<file path="config.mk">
export PLATFORM = sky130hd
export DESIGN_NAME = fifo_rd_stream_adapter
export DESIGN_NICKNAME = d
export VERILOG_FILES = /design/src/rtl/fifo_rd_stream_adapter.sv
export SDC_FILE = /design/constraint.sdc
export NUM_CORES = 1
export LEC_CHECK = 0
export ABC_CLOCK_PERIOD_IN_PS = 3020
export CORE_UTILIZATION = 44
export CTS_CLUSTER_DIAMETER = 30
export DETAILED_ROUTE_END_ITERATION = 10
export GPL_TIMING_DRIVEN = 0
export PLACE_DENSITY = 0.85
export SLEW_MARGIN = 20
export SYNTH_ARGS = -nofsm -noshare
export SYNTH_HDL_FRONTEND = slang
export SYNTH_SLANG_ARGS = --single-unit
</file>
<file path="constraint.sdc">
create_clock -name clk_i -period 3.02 [get_ports clk_i]
set_input_delay 0.755 -clock clk_i [delete_from_list [all_inputs] [get_ports clk_i]]
set_output_delay 0.755 -clock clk_i [all_outputs]
set_load 0.05 [all_outputs]
</file>
<file path="src/rtl/fifo_rd_stream_adapter.sv">
// Turns a 1-cycle-latency FIFO read port into a valid/ready stream via a credit-managed prefetch buffer.
// Optional statistics counters are enabled with `define FIFO_RD_ADAPT_STATS_EN.
module fifo_rd_stream_adapter #(
    parameter int DATA_WIDTH = 16,
    parameter int BUF_DEPTH  = 2,
    parameter int CNT_W      = $clog2(BUF_DEPTH) + 1
) (
    input  logic                  clk_i,
    input  logic                  rst_ni,
    output logic                  fifo_rd_en_o,
    input  logic [DATA_WIDTH-1:0] fifo_rd_data_i,
    input  logic                  fifo_empty_i,
    input  logic                  flush_i,
    output logic                  m_valid_o,
    input  logic                  m_ready_i,
    output logic [DATA_WIDTH-1:0] m_data_o,
    output logic [CNT_W-1:0]      occupancy_o,
    output logic [31:0]           stall_cnt_o,
    output logic [31:0]           starve_cnt_o
);

    localparam int PTR_W = $clog2(BUF_DEPTH);

    logic [DATA_WIDTH-1:0] mem_q [BUF_DEPTH];
    logic [DATA_WIDTH-1:0] mem_d [BUF_DEPTH];
    logic [PTR_W-1:0]      wr_ptr_q, wr_ptr_d;
    logic [PTR_W-1:0]      rd_ptr_q, rd_ptr_d;
    logic [CNT_W-1:0]      occ_q, occ_d;
    logic                  inflight_q, inflight_d;
    logic                  push, pop;
    logic [CNT_W:0]        credit_used;

    // Credits cover both stored words and the word already requested from the FIFO.
    assign credit_used  = {1'b0, occ_q} + {{CNT_W{1'b0}}, inflight_q};
    assign fifo_rd_en_o = rst_ni && !fifo_empty_i && !flush_i &&
                          (credit_used < (CNT_W+1)'(BUF_DEPTH));

    assign m_valid_o   = (occ_q != '0);
    assign m_data_o    = mem_q[rd_ptr_q];
    assign occupancy_o = occ_q;
    assign push        = inflight_q;
    assign pop         = m_valid_o && m_ready_i;

    always_comb begin
        wr_ptr_d   = wr_ptr_q;
        rd_ptr_d   = rd_ptr_q;
        occ_d      = occ_q;
        inflight_d = fifo_rd_en_o;
        if (flush_i) begin
            wr_ptr_d   = '0;
            rd_ptr_d   = '0;
            occ_d      = '0;
            inflight_d = 1'b0;
        end else begin
            if (push) wr_ptr_d = wr_ptr_q + PTR_W'(1);
            if (pop)  rd_ptr_d = rd_ptr_q + PTR_W'(1);
            case ({push, pop})
                2'b10:   occ_d = occ_q + CNT_W'(1);
                2'b01:   occ_d = occ_q - CNT_W'(1);
                default: occ_d = occ_q;
            endcase
        end
    end

    always_ff @(posedge clk_i or negedge rst_ni) begin
        if (!rst_ni) begin
            wr_ptr_q   <= '0;
            rd_ptr_q   <= '0;
            occ_q      <= '0;
            inflight_q <= 1'b0;
        end else begin
            wr_ptr_q   <= wr_ptr_d;
            rd_ptr_q   <= rd_ptr_d;
            occ_q      <= occ_d;
            inflight_q <= inflight_d;
        end
    end

    // Storage entries are reset so the stream data reads as zero out of reset.
    for (genvar gi = 0; gi < BUF_DEPTH; gi++) begin : g_entry
        always_comb begin
            mem_d[gi] = mem_q[gi];
            if (push && !flush_i && (wr_ptr_q == PTR_W'(gi)))
                mem_d[gi] = fifo_rd_data_i;
        end

        always_ff @(posedge clk_i or negedge rst_ni) begin
            if (!rst_ni) mem_q[gi] <= '0;
            else         mem_q[gi] <= mem_d[gi];
        end
    end

`ifdef FIFO_RD_ADAPT_STATS_EN
    logic [31:0] stall_cnt_q, stall_cnt_d;
    logic [31:0] starve_cnt_q, starve_cnt_d;

    always_comb begin
        stall_cnt_d  = stall_cnt_q;
        starve_cnt_d = starve_cnt_q;
        if (flush_i) begin
            stall_cnt_d  = '0;
            starve_cnt_d = '0;
        end else begin
            if (m_valid_o && !m_ready_i && (stall_cnt_q != '1))
                stall_cnt_d = stall_cnt_q + 32'd1;
            if (m_ready_i && !m_valid_o && (starve_cnt_q != '1))
                starve_cnt_d = starve_cnt_q + 32'd1;
        end
    end

    always_ff @(posedge clk_i or negedge rst_ni) begin
        if (!rst_ni) begin
            stall_cnt_q  <= '0;
            starve_cnt_q <= '0;
        end else begin
            stall_cnt_q  <= stall_cnt_d;
            starve_cnt_q <= starve_cnt_d;
        end
    end

    assign stall_cnt_o  = stall_cnt_q;
    assign starve_cnt_o = starve_cnt_q;
`else
    assign stall_cnt_o  = '0;
    assign starve_cnt_o = '0;
`endif

`ifndef SYNTHESIS
    // An arriving word must always find a free slot.
    no_push_when_full: assert property (@(posedge clk_i) disable iff (!rst_ni)
        !(push && (occ_q == CNT_W'(BUF_DEPTH))));
`endif

endmodule

</file>
==> reports/qor.yml, run 1 <==
status:
  status: "finished clean"
yosys:
  syn_area_per_cell_um2: 12.80
  synth_flop_cell: "dfrtp_1"
  synth_edf_count: 0
  yosysWarnings: 0
  netlist_area_um2: 2227
  ys_seq_area_share_pct: 41.57
  ys_ff_latch: 37
  synth.distinct_cells: 23
  async_flop_share_pct: 100.0
  synthCells: 174
setup_path:
  cp-start-kind: "primary input"
  reg2reg_depth: 4
  worstPathArrival_ns: 2.14
  crit_path_max_incr_delay_ns: 0.52
  regToRegStartpoint: "inflight_q"
  crit_path_end_kind: "primary output"
  crit_slowest_cell: "clkdlybuf4s50_1"
  crit_fanout: 7
  path_class: "primary input to primary output"
  crit_path_cell_trace: "clkdlybuf4s50_1, nor2_1, and3_1, dlygate4sd2_1"
  reg2reg_slack_ns: 1.58
  regToRegEndpoint: "mem_q[22]"
  critical_path_required_ns: 2.26
drt:
  drc: 0
  drtAntennaViolNets: 0
  vias: 1367
  wl_mm: 3.843
  firstDrtPassIters: 2
  routed_via_density: 3.884
  drt_iter0_markers: 11
  avgRoutedWirePerCell_um: 10.92
sta:
  fin_crit_sh_pct: 95.73
  finalHoldViolCount: 0
  rsz0062_at_grt: "no"
  fmax_mhz: 345.9
  drv_slew: 0
  finalClockSkew_ns: 0.005068
  maxSlewHeadroom_pct: 65.83
  finalCriticalPeriod_ns: 2.891
  setup_viol: 0
  worst_pin_slew_ns: 0.5110
cells_and_area:
  fin_area_um2: 3070
  diodes: 0
  drive_gt1_share_pct: 44.56
  fillerInstances: 395
  fin_nets: 306
  mostFrequentLayoutCells: "buf_4 (64), conb_1 (64), dfrtp_1 (37), clkdlybuf4s50_1 (29), mux2_2 (26)"
  stdcell_count: 352
  syn_to_final_growth_pct: 37.86
power:
  powerDensity_nw_per_um2: 575.7
  ir_worst_vdd_uv: 358.0
  cellLeakagePower_nw: 1.734
run:
  drv_cap: 0
cts:
  cts_max_level: 2
  cts.sinks: 37
  clk_latency_ns: 0.28
  tritoncts: "yes"
  holdBufCountCts: 0
  cts_buffers: 5
  clkTransAtPathRegs_ns: 0.07
  cts_root_buffer: "clkbuf_8"
  cts_max_path_buffers: 2
placement:
  dp_cells: 345
  place_area_um2: 2963
  place_congestion: 0.6252
  io_buffers: 40
  dp_hpwl_mm: 2.859
die:
  row_count: 25
  core_area_um2: 4786
  dieArea_um2: 5350
  die_width_um: 73.15
  start_util_pct: 46.54
  io_pins: 105
  die_y_um: 73.15
grt:
  gr-total-overflow: 0
  track_usage_pct: 15.33
  grt_pass1_wl_mm: 6.113
  antenna_found_initial: 0
  grt_max_degree: 25
  first_global_vias: 1276
hold_path:
  min_path_type: "primary input to asynchronous set/reset pin"
==> final cells by class <==
| type | count | area [um^2] | share of cell area [%] |
|---|---|---|---|
| well taps | 67 | 83.83 | 2.730 |
| repair buffers | 41 | 436.7 | 14.22 |
| plain buffers | 68 | 521.8 | 16.99 |
| clock buffers | 7 | 86.33 | 2.812 |
| flip-flops and latches | 37 | 925.9 | 30.15 |
| multi-input cells | 132 | 1016 | 33.09 |
==> synth_stat cells, types with 2 or more instances <==
cell / count / area share (%)
mux2i_1: 2 / 0.90
mux2_4: 20 / 13
o21ai_0: 2 / 0.45
buf_2: 2 / 0.45
and3_1: 2 / 0.56
or2_2: 2 / 0.56
nor2_1: 3 / 0.51
dfrtp_1: 37 / 42
mux2_1: 2 / 1.0
buf_4: 64 / 22
mux2_2: 26 / 13
==> stage by stage <==
| stage | setup WS [ns] | setup TNS (ns) | util, % | power [mW] | hold slack, ns |
|---|---|---|---|---|---|
| after floorplan | 0.9518 | 0 | - | 1.259 | 0.4541 |
| after global placement | -1.332 | -1.332 | 61.59 | 1.427 | 0.4645 |
| after detailed placement | -0.1352 | -0.1352 | 61.91 | 1.442 | 0.4755 |
| after CTS | 0.02004 | 0 | 63.69 | 1.787 | 0.3903 |
| after global routing | 0.03553 | 0 | 64.16 | 1.849 | 0.4009 |
| final | 0.1289 | 0 | 64.16 | 1.768 | 0.3841 |
==> critical path: cells and delay by family <==
kind | cells | cell delay (ns)
and+or+nand+nor | 2 | 0.33
buffers and inverters | 2 | 1.04
==> metal layers <==
layer / part of all wire, % / global-route usage, % / vias to the layer above
met4: 0.65 / 4.575 / 0
met3: 6.1 / 3.867 / 5
li1: - / - / 675
met2: 50 / 25.41 / 52
met1: 43 / 19.70 / 635
met5: 0 / 0 / -
==> sequential cells by signal, summed over array words and instances (netlist names) <==
| register | count |
|---|---|
| occupancy_o | 2 |
| rd_ptr_q | 1 |
| wr_ptr_q | 1 |
| mem_q | 32 |
| inflight_q | 1 |
==> worst max path at each step <==
stage                        start           end  slack (ns)  cells past startpoint
after floorplan            flush_i  fifo_rd_en_o        0.95                      2
after global placement      rst_ni  fifo_rd_en_o       -1.33                      3
after detailed placement   flush_i  fifo_rd_en_o       -0.14                      4
after CTS                 rd_ptr_q   m_data_o[7]        0.02                      4
after global routing       flush_i  fifo_rd_en_o        0.04                      4
final                      flush_i  fifo_rd_en_o        0.13                      4
==> what timing repair did <==
item,in CTS,in global routing
setup buffers,0,0
endpoints found under the setup margin,1,9
resized for setup,1,9
==> cell families after synthesis <==
group	after synthesis	synth area share [%]
AO/OA/AOI/OAI	4	1.067
XOR/XNOR	2	0.7867
buffers and inverters	68	23.43
flip-flops	37	41.57
multiplexers	50	28.54
other	1	0.1684
AND/OR/NAND/NOR	12	4.438
==> where the power goes <==
part	switching, mW	total [mW]	internal [mW]
sequential	0.0473	0.631	0.583
clock	0.158	0.339	0.181
combinational	0.484	0.798	0.314
(Power assumes the default switching activity.)
==> inputs of run 2 (changes only) <==
--- a/config.mk
+++ b/config.mk
@@ -10,6 +10,7 @@
 export CTS_CLUSTER_DIAMETER = 30
 export DETAILED_ROUTE_END_ITERATION = 10
 export GPL_TIMING_DRIVEN = 0
+export MAX_ROUTING_LAYER = met4
 export PLACE_DENSITY = 0.85
 export SLEW_MARGIN = 20
 export SYNTH_ARGS = -nofsm -noshare
==> reports/qor.yml, run 2 (synthesis gave the netlist of run 1 again) <==
setup_path:
  endpoint: "fifo_rd_en_o"  # unchanged
  worstPathArrival_ns: 2.14  # about the same
  reg2reg_depth: 4  # unchanged
  cp-start-kind: "primary input"  # unchanged
  regToRegEndpoint: "mem_q[22]"  # unchanged
  crit_path_end_kind: "primary output"  # unchanged
  regToRegStartpoint: "inflight_q"  # unchanged
  reg2reg_slack_ns: 1.58  # about the same
  startpoint: "flush_i"  # unchanged
  critical_path_required_ns: 2.26  # about the same
  crit_fanout: 7  # unchanged
  path_class: "primary input to primary output"  # unchanged
grt:
  grt_pass1_wl_mm: 6.113  # unchanged
  track_usage_pct: 15.79  # was 15.33%
  grt_max_degree: 25  # unchanged
  gr-total-overflow: 0  # unchanged
  antenna_found_initial: 0  # unchanged
  first_global_vias: 1275  # was 1276
sta:
  fin_setup_tns_ns: 0  # unchanged
  worst_pin_slew_ns: 0.5151  # was 0.5110 ns
  rsz0062_at_grt: "no"  # unchanged
  finalCriticalPeriod_ns: 2.891  # unchanged
  maxSlewHeadroom_pct: 65.55  # was 65.83%
  finalClockSkew_ns: 0.005070  # was 0.005068 ns
  fmax_mhz: 345.9  # unchanged
  setup_viol: 0  # unchanged
  finalHoldViolCount: 0  # unchanged
  fin_crit_sh_pct: 95.73  # unchanged
  drv_slew: 0  # unchanged
cells_and_area:
  largest_register_ffs: 32  # unchanged
  drive_gt1_share_pct: 44.56  # unchanged
  fin_nets: 306  # unchanged
  diodes: 0  # unchanged
  max_flop_register: "mem_q"  # unchanged
  stdcell_count: 352  # unchanged
  syn_to_final_growth_pct: 37.86  # unchanged
  regArea_um2: 925.9  # unchanged
  mostFrequentLayoutCells: "buf_4 (64), conb_1 (64), dfrtp_1 (37), clkdlybuf4s50_1 (29), mux2_2 (26)"  # unchanged
  fillerInstances: 395  # unchanged
  multi_input_area_um2: 1016  # unchanged
cts:
  tritoncts: "yes"  # unchanged
  cts_max_level: 2  # unchanged
  cts_root_buffer: "clkbuf_8"  # unchanged
  cts.sinks: 37  # unchanged
  post-cts-setup-buffers: 0  # unchanged
  clk_latency_ns: 0.28  # about the same
  cts_buffers: 5  # unchanged
  cts_max_path_buffers: 2  # unchanged
  clkTransAtPathRegs_ns: 0.07  # about the same
power:
  swShare_pct: 38.98  # about the same
  power_frac_clock_pct: 19.2  # about the same
  p_int_mw: 1.079  # unchanged
  p_switching_mw: 0.6891  # was 0.6889 mW
  cellLeakagePower_nw: 1.734  # unchanged
  combPwrFrac_pct: 45.2  # about the same
  ir_worst_vdd_uv: 358.4  # was 358.0 uV
  seqPwrFrac_pct: 35.7  # about the same
  powerDensity_nw_per_um2: 575.7  # about the same
die:
  dieArea_um2: 5350  # unchanged
  core_area_um2: 4786  # unchanged
  io_pins: 105  # unchanged
  die_width_um: 73.15  # unchanged
  die_y_um: 73.15  # unchanged
  start_util_pct: 46.54  # unchanged
  row_count: 25  # unchanged
placement:
  dp_cells: 345  # unchanged
  dp_hpwl_mm: 2.859  # unchanged
  io_buffers: 40  # unchanged
  place_congestion: 0.6300  # was 0.6252
drt:
  vias: 1366  # was 1367
  drtAntennaViolNets: 0  # unchanged
  drc: 0  # unchanged
  avgRoutedWirePerCell_um: 10.92  # unchanged
  firstDrtPassIters: 2  # unchanged
  drt_iter0_markers: 16  # was 11
  routed_via_density: 3.881  # was 3.884
  wl_mm: 3.843  # unchanged
hold_path:
  min_path_type: "primary input to asynchronous set/reset pin"  # unchanged
status:
  status: "finished clean"  # unchanged
run:
  drv_cap: 0  # unchanged
## run 2: cell counts in the layout (fill, tap and decap cells not counted)
No cell type changed its count.
## run 2: layout make-up
cell class              count  area share, %
multi-input cells         132          33.09
well taps                  67          2.730
repair buffers             41          14.22
clock buffers               7          2.812
plain buffers              68          16.99
flip-flops and latches     37          30.15
## run 2: power groups by stage
stage          Clock, mW  Combinational [mW]  Sequential [mW]
6_report           0.339               0.799            0.631
5_1_grt            0.368               0.837            0.643
4_1_cts            0.350               0.805            0.632
3_5_place_dp           0               0.803            0.639
3_3_place_gp           0               0.793            0.633
2_1_floorplan          0               0.633            0.626
## run 2: per-stage QoR
stage          power, mW  hold WS, ns  worst slack [ns]  cell area [um^2]  utilization (%)
5_1_grt            1.849       0.4009           0.03553              3070            64.16
3_5_place_dp       1.442       0.4755           -0.1352              2963            61.91
4_1_cts            1.787       0.3903           0.02004              3048            63.69
3_3_place_gp       1.427       0.4645            -1.332              2948            61.59
2_1_floorplan      1.259       0.4541            0.9518              2464                -
6_report           1.768       0.3842            0.1289              3070            64.16
## run 2: critical path, stage by stage
cell and delay (ns):
clkdlybuf4s50_1 0.52, nor2_1 0.17, and3_1 0.16, dlygate4sd2_1 0.52
## run 2: what timing repair did
action	4_1_cts	5_1_grt
hold buffers	0	0
resized for setup	1	9
setup endpoints to repair	1	9
pin swaps	0	0
## run 2: worst min-delay path by stage
| stage | startpoint | end | slack (ns) | cells past startpoint |
|---|---|---|---|---|
| floorplan | mem_q[27] | mem_q[27] | 0.45 | 1 |
| detailed placement | mem_q[27] | mem_q[27] | 0.48 | 1 |
| global route | rst_ni | inflight_q | 0.40 | 1 |
| CTS | rst_ni | inflight_q | 0.39 | 1 |
| finish | rst_ni | inflight_q | 0.38 | 1 |
| global placement | mem_q[27] | mem_q[27] | 0.46 | 1 |
## run 2: routing by layer
metal	GRT usage [%]	routed length [um]	vias up
li1	-	-	676
met1	19.88	1656	633
met2	25.41	1939	52
met3	3.591	220	5
met4	4.575	25	0
met5	-	0	-
==> inputs of run 3 (changes only) <==
--- a/config.mk
+++ b/config.mk
@@ -5,6 +5,7 @@
 export SDC_FILE = /design/constraint.sdc
 export NUM_CORES = 1
 export LEC_CHECK = 0
+export ABC_AREA = 0
 export ABC_CLOCK_PERIOD_IN_PS = 3020
 export CORE_UTILIZATION = 44
 export CTS_CLUSTER_DIAMETER = 30
@@ -12,7 +13,8 @@
 export GPL_TIMING_DRIVEN = 0
 export MAX_ROUTING_LAYER = met4
 export PLACE_DENSITY = 0.85
-export SLEW_MARGIN = 20
+export SKIP_CTS_REPAIR_TIMING = 1
+export SLEW_MARGIN = 0
 export SYNTH_ARGS = -nofsm -noshare
 export SYNTH_HDL_FRONTEND = slang
 export SYNTH_SLANG_ARGS = --single-unit
==> reports/qor.yml, run 3 (synthesis gave the netlist of run 1 again) <==
cells_and_area:
  drive_gt1_share_pct: 44.37  # was 44.56%
  mostFrequentLayoutCells: "buf_4 (64), conb_1 (64), dfrtp_1 (37), clkdlybuf4s50_1 (29), mux2_2 (26)"  # unchanged
  stdcell_count: 351  # was 352
  largest_register_ffs: 32  # unchanged
  final_util_pct: 63.87  # was 64.16%
  fillerInstances: 387  # was 395
  diodes: 0  # unchanged
  syn_to_final_growth_pct: 37.25  # was 37.86%
  fin_nets: 305  # was 306
  max_flop_register: "mem_q"  # unchanged
die:
  core_area_um2: 4786  # unchanged
  die_y_um: 73.15  # unchanged
  start_util_pct: 46.54  # unchanged
  row_count: 25  # unchanged
  die_width_um: 73.15  # unchanged
  dieArea_um2: 5350  # unchanged
  io_pins: 105  # unchanged
sta:
  drv_slew: 0  # unchanged
  rsz0062_at_grt: "no"  # unchanged
  finalHoldViolCount: 0  # unchanged
  fmax_mhz: 357.6  # was 345.9 MHz
  setup_viol: 0  # unchanged
  timing.final.ws_setup_ns: 0.2236  # was 0.1289 ns
  fin_setup_tns_ns: 0  # unchanged
  finalCriticalPeriod_ns: 2.796  # was 2.891 ns
  worst_pin_slew_ns: 0.5175  # was 0.5151 ns
  maxSlewHeadroom_pct: 65.39  # was 65.55%
  fin_crit_sh_pct: 92.59  # was 95.73%
  finalClockSkew_ns: 0.009183  # was 0.005070 ns
  hold_ws_ns: 0.4743  # was 0.3842 ns
grt:
  antenna_found_initial: 0  # unchanged
  track_usage_pct: 15.06  # was 15.79%
  gr-total-overflow: 0  # unchanged
  first_global_vias: 1258  # was 1275
  grt_pass1_wl_mm: 5.851  # was 6.113 mm
  grt_max_degree: 40  # was 25
drt:
  vias: 1352  # was 1366
  firstDrtPassIters: 4  # was 2
  wl_mm: 3.765  # was 3.843 mm
  drtAntennaViolNets: 0  # unchanged
  routed_via_density: 3.852  # was 3.881
  drc: 0  # unchanged
  drt_iter0_markers: 10  # was 16
  avgRoutedWirePerCell_um: 10.73  # was 10.92 um
cts:
  clkTransAtPathRegs_ns: 0.07  # about the same
  cts_max_path_buffers: 2  # unchanged
  cts_buffers: 5  # unchanged
  cts.sinks: 37  # unchanged
  tritoncts: "yes"  # unchanged
  cts_root_buffer: "clkbuf_8"  # unchanged
  cts_max_level: 2  # unchanged
  clk_latency_ns: 0.28  # about the same
setup_path:
  crit_path_cell_trace: "clkdlybuf4s50_1, nor2_1, and3_1, dlymetal6s2s_1"  # was clkdlybuf4s50_1, nor2_1, and3_1, dlygate4sd2_1
  crit_fanout: 7  # unchanged
  critical_path_required_ns: 2.26  # about the same
  reg2reg_slack_ns: 1.59  # was 1.58 ns
  path_class: "primary input to primary output"  # unchanged
  cp-start-kind: "primary input"  # unchanged
  crit_slowest_cell: "clkdlybuf4s50_1"  # unchanged
  worstPathArrival_ns: 2.04  # was 2.14 ns
  crit_path_max_incr_delay_ns: 0.52  # about the same
  crit_path_end_kind: "primary output"  # unchanged
  reg2reg_depth: 4  # unchanged
status:
  status: "finished clean"  # unchanged
power:
  ir_worst_vdd_uv: 384.5  # was 358.4 uV
  cellLeakagePower_nw: 1.737  # was 1.734 nW
  powerDensity_nw_per_um2: 578.5  # was 575.7 nW/um^2
placement:
  dpl_worst_slack_ns: -0.2534  # was -0.1352 ns
  dp_hpwl_mm: 2.759  # was 2.859 mm
  dp_cells: 344  # was 345
  io_buffers: 40  # unchanged
  place_congestion: 0.6300  # unchanged
hold_path:
  min_path_type: "primary input to asynchronous set/reset pin"  # unchanged
run:
  drv_cap: 0  # unchanged
run 3: cell count changes in the layout (fill, tap and decap cells not counted), sizes merged:
cell          change
buf               -2
clkbuf            +1
dlygate4sd2       -1
dlymetal6s2s      +1
run 3: path summary, 6_finish.rpt:
path,startpoint,to
worst max-delay path,flush_i,fifo_rd_en_o
worst min-delay path,rst_ni,mem_q[20]
worst max register to register,inflight_q,mem_q[29]
worst min register to register,mem_q[27],mem_q[27]
max in group asynchronous,rst_ni,mem_q[22]
min in group clk_i,mem_q[27],mem_q[27]
run 3: cell type report:
| class | count | area [um^2] | share of cell area [%] |
|---|---|---|---|
| Tap cell | 67 | 83.83 | 2.743 |
| Sequential cell | 37 | 925.9 | 30.29 |
| Multi-Input combinational cell | 132 | 1016 | 33.24 |
| Clock buffer | 7 | 86.33 | 2.824 |
| Buffer | 68 | 521.8 | 17.07 |
| Timing Repair Buffer | 40 | 422.9 | 13.84 |
run 3: through the flow:
step	cell area [um^2]	power (mW)
floorplan	2464	1.259
global placement	2948	1.427
detailed placement	2943	1.438
CTS	3029	1.783
global route	3057	1.843
finish	3057	1.768
run 3: where the power goes:
group / switching (mW) / internal, mW / leakage, nW
Clock: 0.160 / 0.181 / 0.0443
Sequential: 0.0489 / 0.583 / 0.476
Combinational: 0.483 / 0.312 / 1.22
Total: 0.692 / 1.08 / 1.74
run 3: critical path: cells and delay by family:
| family | cells | cell delay, ns |
|---|---|---|
| and+or+nand+nor | 2 | 0.35 |
| buffers and inverters | 2 | 0.94 |
run 3: per-layer routing:
| metal | share of wire [%] | global-route usage (%) |
|---|---|---|
| met4 | 0.32 | 3.922 |
| met2 | 51 | 25.51 |
| met3 | 5.3 | 3.315 |
| met5 | 0 | - |
| met1 | 44 | 18.11 |
